**src/rtl/bram_fifo_ctrl.sv**
```systemverilog
// FWFT FIFO controller driving an external dual-port BRAM (1-cycle read latency)
// with a 2-entry output buffer. Optional same-cycle bypass: BRAM_FIFO_BYPASS_EN.
module bram_fifo_ctrl #(
  parameter int DATA_WIDTH = 32,
  parameter int DEPTH      = 128,
  localparam int AW        = $clog2(DEPTH)
) (
  input  logic                  clk,
  input  logic                  rst,
  input  logic                  in_valid,
  output logic                  in_ready,
  input  logic [DATA_WIDTH-1:0] in_data,
  output logic                  out_valid,
  input  logic                  out_ready,
  output logic [DATA_WIDTH-1:0] out_data,
  output logic [AW+1:0]         level,
  output logic                  ram_ena,
  output logic                  ram_wea,
  output logic [AW-1:0]         ram_addra,
  output logic [DATA_WIDTH-1:0] ram_dina,
  output logic                  ram_enb,
  output logic [AW-1:0]         ram_addrb,
  input  logic [DATA_WIDTH-1:0] ram_doutb
);

  localparam logic [AW:0] DEPTH_C = (AW+1)'(DEPTH);

  logic [AW-1:0]         wptr_q, wptr_d, rptr_q, rptr_d;
  logic [AW:0]           ram_cnt_q, ram_cnt_d;
  logic                  inflight_q, inflight_d;
  logic [1:0]            buf_cnt_q, buf_cnt_d;
  logic                  head_q, head_d;
  logic [DATA_WIDTH-1:0] obuf_q [2];
  logic [DATA_WIDTH-1:0] obuf_d [2];

  logic                  push_s, pop_s, issue_s, byp_s, ram_wr_s, cap_s, tail_s;
  logic                  in_ready_s, out_valid_s;
  logic [2:0]            credit_s;
  logic [DATA_WIDTH-1:0] cap_data_s;

  // Handshakes, read-issue credit, bypass decision and next state.
  always_comb begin
    in_ready_s  = !rst && (ram_cnt_q < DEPTH_C);
    out_valid_s = !rst && (buf_cnt_q != 2'd0);
    push_s      = in_valid && in_ready_s;
    pop_s       = out_valid_s && out_ready;
    // Slots that will be occupied in obuf once the pending read lands.
    credit_s    = {1'b0, buf_cnt_q} + {2'b00, inflight_q} - {2'b00, pop_s};
    issue_s     = !rst && (ram_cnt_q != {(AW+1){1'b0}}) && (credit_s < 3'd2);
`ifdef BRAM_FIFO_BYPASS_EN
    byp_s       = push_s && (ram_cnt_q == {(AW+1){1'b0}}) && !inflight_q &&
                  (({1'b0, buf_cnt_q} - {2'b00, pop_s}) < 3'd2);
`else
    byp_s       = 1'b0;
`endif
    ram_wr_s    = push_s && !byp_s;
    cap_s       = inflight_q || byp_s;
    cap_data_s  = inflight_q ? ram_doutb : in_data;
    tail_s      = head_q ^ buf_cnt_q[0];

    wptr_d      = wptr_q + {{(AW-1){1'b0}}, ram_wr_s};
    rptr_d      = rptr_q + {{(AW-1){1'b0}}, issue_s};
    ram_cnt_d   = ram_cnt_q + {{AW{1'b0}}, ram_wr_s} - {{AW{1'b0}}, issue_s};
    inflight_d  = issue_s;
    buf_cnt_d   = buf_cnt_q + {1'b0, cap_s} - {1'b0, pop_s};
    head_d      = head_q ^ pop_s;
    obuf_d[0]   = (cap_s && !tail_s) ? cap_data_s : obuf_q[0];
    obuf_d[1]   = (cap_s &&  tail_s) ? cap_data_s : obuf_q[1];
  end

  // State registers with synchronous reset.
  always_ff @(posedge clk) begin
    if (rst) begin
      wptr_q     <= {AW{1'b0}};
      rptr_q     <= {AW{1'b0}};
      ram_cnt_q  <= {(AW+1){1'b0}};
      inflight_q <= 1'b0;
      buf_cnt_q  <= 2'd0;
      head_q     <= 1'b0;
      obuf_q[0]  <= {DATA_WIDTH{1'b0}};
      obuf_q[1]  <= {DATA_WIDTH{1'b0}};
    end else begin
      wptr_q     <= wptr_d;
      rptr_q     <= rptr_d;
      ram_cnt_q  <= ram_cnt_d;
      inflight_q <= inflight_d;
      buf_cnt_q  <= buf_cnt_d;
      head_q     <= head_d;
      obuf_q[0]  <= obuf_d[0];
      obuf_q[1]  <= obuf_d[1];
    end
  end

  // Output mapping; status outputs are forced to zero while in reset.
  always_comb begin
    in_ready  = in_ready_s;
    out_valid = out_valid_s;
    ram_ena   = ram_wr_s;
    ram_wea   = ram_wr_s;
    ram_addra = wptr_q;
    ram_dina  = in_data;
    ram_enb   = issue_s;
    ram_addrb = rptr_q;
    if (rst) begin
      out_data = {DATA_WIDTH{1'b0}};
      level    = {(AW+2){1'b0}};
    end else begin
      out_data = obuf_q[head_q];
      level    = {1'b0, ram_cnt_q} + {{(AW+1){1'b0}}, inflight_q} +
                 {{AW{1'b0}}, buf_cnt_q};
    end
  end

endmodule
```
**config.mk**
```make
export PLATFORM = sky130hd
export DESIGN_NAME = bram_fifo_ctrl
export DESIGN_NICKNAME = d
export VERILOG_FILES = /design/src/rtl/bram_fifo_ctrl.sv
export SDC_FILE = /design/constraint.sdc
export NUM_CORES = 1
export LEC_CHECK = 0
export BUFFER_PORTS_ARGS = -buffer_cell sky130_fd_sc_hd__buf_4
export CAP_MARGIN = 20
export CORE_AREA = 2 2 114 143
export CTS_BUF_LIST = sky130_fd_sc_hd__clkbuf_4 sky130_fd_sc_hd__clkbuf_8
export DETAILED_ROUTE_END_ITERATION = 12
export DIE_AREA = 0 0 116 145
export PLACE_DENSITY_LB_ADDON = 0.12
export SYNTH_ARGS = -nofsm -noshare
export SYNTH_HDL_FRONTEND = slang
export SYNTH_SLANG_ARGS = --single-unit
```
**constraint.sdc**
```tcl
create_clock -name clk -period 3.44 [get_ports clk]
set_input_delay 0.172 -clock clk [delete_from_list [all_inputs] [get_ports clk]]
set_output_delay 0.172 -clock clk [all_outputs]
set_load 0.01 [all_outputs]
```
== Word level (Yosys, flattened, before mapping) ==
Memory sizes are Yosys's and may differ from the RTL's. A register that Yosys moved wholly into a read port is not among the register bits.
Index checks and enable logic that the tools add are counted.
Cells by class
  bitwise gates (word level): 4
  muxes and demuxes: 11
  $add $sub $neg: 10
  order comparisons: 2
  equal/unequal tests: 2
  reduce and logical (&&, ||, !) cells: 14
Operators by type and width (number)
  32-bit 2-to-1 mux: 6
  7-bit by 1-bit adder with 7-bit output: 2
  8-bit by 1-bit adder with 9-bit output: 1
  9-bit by 2-bit adder with 9-bit output: 1
  9-bit 2-to-1 mux: 1
  8-bit by 1-bit adder with 8-bit output: 1
  1-bit logical AND: 8
  8-bit less-than comparator, second input constant: 1
  8-bit nonzero test: 1
  8-bit by 1-bit subtractor with 8-bit output: 1
  1-bit 2-to-1 mux: 4
  2-bit AND reduction: 2
  2-bit by 1-bit adder with 3-bit output: 1
  3-bit by 2-bit less-than comparator with 1-bit output, second input constant: 1
  3-bit by 1-bit subtractor with 3-bit output: 1
  2-bit by 1-bit adder with 2-bit output: 1
  1-bit logical NOT: 2
  1-bit inequality test, second input constant: 2
  1-bit OR: 2
  2-bit nonzero test: 1
  2-bit by 1-bit subtractor with 2-bit output: 1
  1-bit XOR: 2
Word-level totals
  memories kept: 1
  bits in writable memories: 64
  output and inout bits: 92
  bits in registers: 26
  logic and storage cells: 50
Memories
  obuf_q: words 2, bits a word 32, read ports 1, clocked after Yosys merged registers in 1, write ports 2, line 33  | logic [DATA_WIDTH-1:0] obuf_q [2];

== Depth between registers and ports, before layout ==
Gate-level depths: netlist of the first run.
  word-level depth: 7
  depth in mapped cells: 18
  mapped depth without buffers: 18

== Worst setup path before layout of the first run ==
Ideal clock, no wire load.
  path type: register to register
  start: register buf_cnt_q[1]
  end: register ram_cnt_q[6]
  stages on the path, launching flop included: 19
  required time: 3.309 ns
  period minus slack after synthesis: 3.702 ns
  arrival: 3.570 ns
  setup slack: -0.262 ns
  buffers on the path: 0
  path through: dfxtp_1 -> o21ba_2 -> and2_1 -> ha_1 -> inv_1 -> ha_1 -> inv_1 -> fa_1 -> xnor2_1 -> and4b_1 -> ha_1 -> inv_1 -> ha_1 -> inv_1 -> fa_1 -> nand2b_1 -> a221oi_1 -> o31a_1 -> nor3_1
Between the ends
  cells in the longest elaborated chain, start to end: 7
  elaborated cells between the ends (all ways): 8
RTL lines
  start: declaration: line 31  | logic [1:0] buf_cnt_q, buf_cnt_d;
  start signal: assignment: line 87  | buf_cnt_q <= buf_cnt_d;
  2-bit nonzero test: line 44  | out_valid_s = !rst && (buf_cnt_q != 2'd0);
  1-bit logical AND: line 44
  net out_valid: line 13  | output logic out_valid,
  1-bit logical AND: line 46  | pop_s = out_valid_s && out_ready;
  3-bit by 1-bit subtractor with 3-bit output: line 48  | credit_s = {1'b0, buf_cnt_q} + {2'b00, inflight_q} - {2'b00, pop_s};
  3-bit by 2-bit less-than comparator with 1-bit output: line 49  | issue_s = !rst && (ram_cnt_q != {(AW+1){1'b0}}) && (credit_s < 3'd2);
  1-bit logical AND: line 49
  net ram_enb: line 21  | output logic ram_enb,
  8-bit by 1-bit subtractor with 8-bit output: line 63  | ram_cnt_d = ram_cnt_q + {{AW{1'b0}}, ram_wr_s} - {{AW{1'b0}}, issue_s};
  end signal: assignment: line 76  | ram_cnt_q <= {(AW+1){1'b0}};
  end signal: assignment: line 85  | ram_cnt_q <= ram_cnt_d;
  end: declaration: line 29  | logic [AW:0] ram_cnt_q, ram_cnt_d;
The timed path passes the listed nets, and every way through them passes these cells.
A chain may end at the register's enable or synchronous reset.

== Worst setup path in the final report of the first run ==
  start: register buf_cnt_q[0]
  end: register ram_cnt_q[6]
Between the ends
  cells in the longest elaborated chain, start to end: 7
  elaborated cells between the ends (all ways): 8
RTL lines (line)
  branches (longest 3 deep; another with 2-bit by 1-bit adder with 3-bit output)
  3-bit by 1-bit subtractor with 3-bit output *: 48
  3-bit by 2-bit less-than comparator with 1-bit output *: 49
  1-bit logical AND *: 49
  8-bit by 1-bit subtractor with 8-bit output *: 63
Mark *: on every way between the ends.

==> results.txt, run 1 <==
outcome: complete, no violations
area of placed instances: 5360 µm²
Final setup viols: 0
delay-heaviest family, CP: adder cells
max_slew headroom: 46.5%
setup tns final: 0 ns
top routing layer used: met4
Flop pwr share: 39.8%
sequential area share after synthesis: 53.8%
CTS H-tree lvls: 3
Area Overhead vs Synth: 22.7%
die area: 16800 µm²
Critical Path Slowest Stage Cell: fa_2
DRT Pass-1 Iters: 4
largest net degree at the start of global routing: 76
async set-or-reset flop fraction in the synthesized netlist: 0%
die height: 145 µm
synthesized area per cell: 11.6 µm²
vias in the first global route: 3040
share of cells above drive strength 1: 31.7%
combinational fraction of design power: 43.9%
met2 wire len: 4680 µm
DR WL/cell: 14.2 µm
final non-filler cell area: 5570 µm²
Hold Crit Class: input pin to register
Port Buf Inserts: 95
met3 routed WL: 526 µm
root buf cell: clkbuf_8
Worst setup EP type: register
max cap viols: 0
clk buf depth: 2
Synth top area share: 42.3%
I/O pins: 160
CTS Sinks: 90
Tmin final: 3.42 ns
Syn Inst Count: 391
final WL: 9620 µm
DR vias/cell: 4.26
worst-margin pin slew: 0.803 ns
final core utilization: 36.1%
top post-synthesis cells by count: edfxtp_1 (64), nor2_1 (62), and2_1 (34)
RSZ-0062 raised after global routing: yes
hold buffers post-CTS: 0
Fin. Hold Viols: 0
static leakage: 0.00225 µW
Worst Path Max Fanout: 2
CP Data Arrival Time: 3.64 ns
CP Class: register to register
diodes inserted: 0
Clock power frac: 16.3%
Worst IR Drop VDD: 0.276 mV
synthesized area: 4540 µm²
DR DRC count: 0
final net count: 554
Worst-path clk slew: 0.10 ns
Core ar.: 15400 µm²
internal power: 2590 µW
pre-CTS setup slack: -0.0505 ns
initial antenna violation count: 0
NetSw: 1420 µW
Final ANT Viol Nets: 0
Design Power: 4000 µW
number of synthesized flops with an enable pin: 64
top-count cell post-synth: edfxtp_1
switching share of power: 35.4%
Period Utilization, post-route: 99.5%
PD cells: 719 nW/µm²
ys flop type: edfxtp_1
Starting Density: 29.4%
delay of the slowest critical-path stage: 0.53 ns
max frequency: 292 MHz
leading area contributor after synthesis: edfxtp_1
CP Buf/Inv Count: 4
Metal-1 WL: 4210 µm
min setup slack post-route: 0.0164 ns
CTS tree: done
first-pass GRT wire length: 15200 µm
Std-Cell Rows: 51
Slew Limit Fails: 0
synth top area cells: edfxtp_1 (42%), dfxtp_1 (11%), mux2i_1 (7.1%)
DR iter-0 viols: 82
CP Launch Type: register
CTS Buf Count: 9
clock latency at the later pin of the worst-skew pair: 0.37 ns
GPL Wtd Cong: 0.702
Critical Path, Cell by Cell: o21ba_4, and2_4, ha_4, inv_2, ha_4, inv_2, fa_2, and4b_2, ha_4, inv_2, ha_4, inv_2, fa_2, nand2b_4, a221oi_4, o31a_1, nor3_1
hpwl dp: 6260 µm
Synth Register Bits: 90
CP required: 3.66 ns
gr ovfl total: 0
count of different cell masters after synthesis: 40
Vias: 2881
Syn. warnings: 0
Tot GR Track Use: 11.7%
die width: 116 µm
Post-Syn Nets: 486
final worst clock skew: 0.00971 ns
-- power groups by stage --
stage	clock (µW)	combinational (µW)	sequential [µW]
after CTS	693	1770	1600
after global routing	737	1970	1620
after floorplan	0	1170	1610
final	654	1750	1590
after detailed placement	0	1710	1620
after global placement	0	1690	1610
-- kinds of logic after synthesis --
family | count (synthesis) | share of synthesized area, %
adder cells (fa/ha/maj) | 27 | 8.10
AND/OR/NAND/NOR | 135 | 14.9
multiplexers | 33 | 7.39
AO/OA/AOI/OAI | 17 | 2.84
XOR/XNOR | 21 | 4.05
buffers and inverters | 68 | 8.93
flip-flops | 90 | 53.8
-- area by class of cell --
type	count	area, µm²
clock inverter	7	43.8
timing repair buffer	106	808
sequential	90	2450
clock buffer	9	124
inverter	19	71.3
tap	212	265
fill	1610	9870
multi-input combinational	233	1810
-- layer usage --
layer | global-route usage [%] | vias up
li1 | - | 1413
met4 | 5.36 | 0
met5 | 0 | -
met3 | 3.09 | 24
met2 | 19.8 | 77
met1 | 13.7 | 1367
-- worst paths after layout --
check,startpoint,endpoint,slack [ns],depth (start not counted)
min reg2reg,ram_addra[6]$_SDFF_PP0_,ram_addra[6]$_SDFF_PP0_,0.53,2
min,ram_doutb[9],obuf_q[0][9]$_DFFE_PP_,0.1,2
max reg2reg,buf_cnt_q[0]$_SDFF_PP0_,ram_cnt_q[6]$_SDFF_PP0_,0.02,17
max,buf_cnt_q[0]$_SDFF_PP0_,ram_cnt_q[6]$_SDFF_PP0_,0.02,17
-- repair_timing --
item                                    4_1_cts  5_1_grt
gates resized for setup                       2        1
pin swaps                                     5        4
endpoints found under the setup margin        1        2
setup buffers                                 1        1
-- sequential cells by signal, indices dropped and copies added, names as in the netlist --
| name | flops |
|---|---|
| obuf_q | 64 |
| ram_cnt_q | 8 |
| ram_addra | 7 |
| ram_addrb | 7 |
| buf_cnt_q | 2 |
| cap_s | 1 |
| head_q | 1 |
-- cell usage in the layout (no fill, tap or decap), drive strengths merged, types with 2 or more instances in the layout --
| cell type | synthesis | routed |
|---|---|---|
| nor2b | 10 | 10 |
| dfxtp | 26 | 26 |
| xnor2 | 14 | 14 |
| inv | 19 | 20 |
| nand3 | 7 | 7 |
| a21o | 2 | 2 |
| nand4 | 2 | 2 |
| mux2i | 32 | 32 |
| nor4 | 2 | 2 |
| edfxtp | 64 | 64 |
| clkbuf | 5 | 9 |
| and4b | 2 | 2 |
| fa | 4 | 4 |
| nor3 | 3 | 3 |
| a21oi | 5 | 5 |
| nand2 | 6 | 6 |
| xor2 | 7 | 7 |
| and2 | 34 | 34 |
| buf | 44 | 106 |
| nor2 | 62 | 62 |
| clkinv | 0 | 5 |
| ha | 23 | 23 |
| nand2b | 3 | 3 |
-- metrics by stage --
stage | instances | hold slack (ns)
2_1_floorplan | 391 | 0.377
3_3_place_gp | 657 | 0.344
3_5_place_dp | 658 | 0.344
4_1_cts | 675 | 0.0750
5_1_grt | 676 | 0.0834
6_report | 676 | 0.0997
Note: power is estimated with default switching activity, not from simulation.
==> inputs of run 2 (changes only) <==
- ABC_AREA: default -> 1
==> run 2 against run 1 <==
Effect of this change: first-iteration DRC count rose by 52%; highest routed layer unchanged; combinational power fell by 6%; critical endpoint is now ram_cnt_q[4]$_SDFF_PP0_; critical path depth rose by 6; sequential power barely moved; utilization fell by 0.30 points; largest power group unchanged; count of clock-buffer cells in the layout rose by 1; clock skew rose by 0.0019 ns; sequential share of layout area rose by 0.30 points; synthesized cell count rose by 27%; via count rose by 17%; clock power rose by 3%; critical path type unchanged; die area did not move.
==> results.txt, run 2 <==
outcome: complete, no violations (unchanged)
hold buffers post-CTS: 0 (unchanged)
count of different cell masters after synthesis: 24 (was 40)
gr ovfl total: 0 (unchanged)
async set-or-reset flop fraction in the synthesized netlist: 0% (unchanged)
sequential area share after synthesis: 53.7% (was 53.8%)
hpwl dp: 6760 µm (was 6260 µm)
CP required: 3.70 ns (was 3.66 ns)
min setup slack post-route: 0.0308 ns (was 0.0164 ns)
synthesized area per cell: 9.13 µm² (was 11.6 µm²)
Syn. warnings: 0 (unchanged)
final cell count without fillers: 783 (was 676)
Core ar.: 15400 µm² (unchanged)
RSZ-0062 raised after global routing: yes (unchanged)
GPL Wtd Cong: 0.781 (was 0.702)
DR DRC count: 0 (unchanged)
DRT Pass-1 Iters: 4 (unchanged)
CP Launch Type: register (unchanged)
final net count: 661 (was 554)
Area Overhead vs Synth: 21.4% (was 22.7%)
register with the most flip-flops: obuf_q (unchanged)
CP Data Arrival Time: 3.67 ns (was 3.64 ns)
leading area contributor after synthesis: edfxtp_1 (unchanged)
Period Utilization, post-route: 99.1% (was 99.5%)
worst-margin pin slew: 0.901 ns (was 0.803 ns)
reg2reg setup slack: 0.03 ns (was 0.02 ns)
max cap viols: 0 (unchanged)
Synth top area share: 42.3% (about the same)
Starting Density: 29.4% (about the same)
CTS Buf Count: 9 (unchanged)
top post-synthesis cells by count: nor2_1 (136), inv_1 (73), edfxtp_1 (64) (was edfxtp_1 (64), nor2_1 (62), and2_1 (34))
max_slew headroom: 39.7% (was 46.5%)
vias in the first global route: 3294 (was 3040)
clock latency at the later pin of the worst-skew pair: 0.37 ns (about the same)
Worst setup EP type: register (unchanged)
synthesized area: 4550 µm² (was 4540 µm²)
max frequency: 293 MHz (was 292 MHz)
die height: 145 µm (unchanged)
I/O pins: 160 (unchanged)
PD cells: 709 nW/µm² (was 719 nW/µm²)
DR iter-0 viols: 125 (was 82)
top-count cell post-synth: nor2_1 (was edfxtp_1)
CTS Sinks: 90 (unchanged)
Final setup viols: 0 (unchanged)
die width: 116 µm (unchanged)
initial antenna violation count: 0 (unchanged)
CTS tree: done (unchanged)
die area: 16800 µm² (unchanged)
CTS H-tree lvls: 3 (unchanged)
most common cell after layout, fill and taps aside: nor2_1 (was buf_4)
Syn Inst Count: 498 (was 391)
Tot GR Track Use: 12.8% (was 11.7%)
Synth Register Bits: 90 (unchanged)
number of synthesized flops with an enable pin: 64 (unchanged)
Design Power: 3910 µW (was 4000 µW)
static leakage: 0.00258 µW (was 0.00225 µW)
Worst-path clk slew: 0.10 ns (about the same)
Fin. Hold Viols: 0 (unchanged)
DR WL/cell: 13.4 µm (was 14.2 µm)
final non-filler cell area: 5520 µm² (was 5570 µm²)
Tmin final: 3.41 ns (was 3.42 ns)
pre-CTS setup slack: -0.0130 ns (was -0.0505 ns)
largest net degree at the start of global routing: 56 (was 76)
Post-Syn Nets: 593 (was 486)
final WL: 10500 µm (was 9620 µm)
synth top area cells: edfxtp_1 (42%), dfxtp_1 (11%), nor2_1 (11%) (was edfxtp_1 (42%), dfxtp_1 (11%), mux2i_1 (7.1%))
share of cells above drive strength 1: 25.7% (was 31.7%)
final worst clock skew: 0.0117 ns (was 0.00971 ns)
Worst Path Max Fanout: 3 (was 2)
Std-Cell Rows: 51 (unchanged)
placed insts: 764 (was 658)
CP Class: register to register (unchanged)
hold slack: 0.114 ns (was 0.0997 ns)
area of placed instances: 5270 µm² (was 5360 µm²)
Hold Crit Class: input pin to register (unchanged)
max FFs per register: 64 (unchanged)
Final ANT Viol Nets: 0 (unchanged)
ys flop type: edfxtp_1 (unchanged)
commonest non-fill, non-tap cells in the layout: nor2_1 (134), buf_4 (106), inv_1 (68), edfxtp_1 (64), o21ai_0 (42) (was buf_4 (105), edfxtp_1 (64), nor2_1 (61), and2_1 (33), mux2i_1 (32))
root buf cell: clkbuf_8 (unchanged)
Worst IR Drop VDD: 0.232 mV (was 0.276 mV)
Slew Limit Fails: 0 (unchanged)
Port Buf Inserts: 95 (unchanged)
diodes inserted: 0 (unchanged)
largest registers: obuf_q: 64 flops, ram_cnt_q: 8 flops (unchanged)
Vias: 3361 (was 2881)
DR vias/cell: 4.29 (was 4.26)
first-pass GRT wire length: 16600 µm (was 15200 µm)
clk buf depth: 2 (unchanged)
[run 2: cell types whose count changed after synthesis, sizes merged, moves of 6 or more]
cell,change
nor2,+74
inv,+56
o21ai,+42
and2,-33
mux2i,-32
nand2,+29
a21oi,+12
xnor2,-12
nor2b,-10
nand3,+6
[run 2: path summary, 6_finish.rpt]
| kind | startpoint | endpoint | cells past startpoint |
|---|---|---|---|
| hold reg to reg | ram_addrb[3]$_SDFF_PP0_ | ram_addrb[3]$_SDFF_PP0_ | 2 |
| hold / removal | out_ready | head_q$_SDFF_PP0_ | 3 |
| setup / recovery | buf_cnt_q[0]$_SDFF_PP0_ | ram_cnt_q[4]$_SDFF_PP0_ | 23 |
| setup reg to reg | buf_cnt_q[0]$_SDFF_PP0_ | ram_cnt_q[4]$_SDFF_PP0_ | 23 |
[run 2: cells by family (layout without fill, tap and decap cells)]
kind of cell | count (synthesis) | count (layout) | share of synthesized area [%]
xor+xnor | 6 | 6 | 1.16
buf+inv | 124 | 197 | 13.9
fa+ha+maj | 27 | 27 | 8.09
flops | 90 | 90 | 53.7
simple gates | 191 | 191 | 16.5
compound gates | 60 | 60 | 6.60
[run 2: what timing repair did]
action | 4_1_cts | 5_1_grt
setup buffers | 1 | 2
resized for setup | 1 | 18
pin swaps | 0 | 11
setup endpoints to repair | 2 | 2
[run 2: critical path, stage by stage, from the launching register on]
cell and delay [ns]:
dfxtp_2 0.34, nor2_2 0.04, nor2_2 0.14, nand2_2 0.09, inv_2 0.07, ha_4 0.20
inv_2 0.06, ha_4 0.11, inv_2 0.03, fa_1 0.57, nand3_2 0.10, nor3_4 0.21
ha_1 0.25, inv_1 0.06, ha_2 0.17, inv_2 0.04, fa_2 0.35, inv_2 0.07
nand2_2 0.05, nand2_2 0.07, and2_4 0.14, nand2_2 0.04, nand2_1 0.05, nor2_1 0.04
[run 2: power by group]
| part | switching, µW | internal, µW |
|---|---|---|
| Clock | 402 | 270 |
| Combinational | 961 | 690 |
| Sequential | 110 | 1480 |
| Total | 1470 | 2440 |
[run 2: layer usage]
layer  GRT usage (%)  up-vias  wire [µm]
li1                -     1672          -
met1            15.4     1582       4720
met2            21.8       89       5120
met3            2.72       18        470
met4            5.65        0        212
met5               0        -          0
[run 2: per-stage QoR]
| step | TNS (ns) | utilization [%] |
|---|---|---|
| after CTS | -0.00665 | 35.3 |
| after global routing | -0.303 | 35.8 |
| after floorplan | 0 | - |
| after global placement | 0 | 34.1 |
| after detailed placement | -0.0204 | 34.1 |
| final | 0 | 35.8 |
[run 2: final cells by class]
cell class / instances / area (µm²)
clock buffer: 10 / 131
clock inverter: 6 / 41.3
fill: 1634 / 9920
inverter: 75 / 289
multi-input combinational: 284 / 1550
sequential: 90 / 2440
tap: 212 / 265
timing repair buffer: 106 / 796
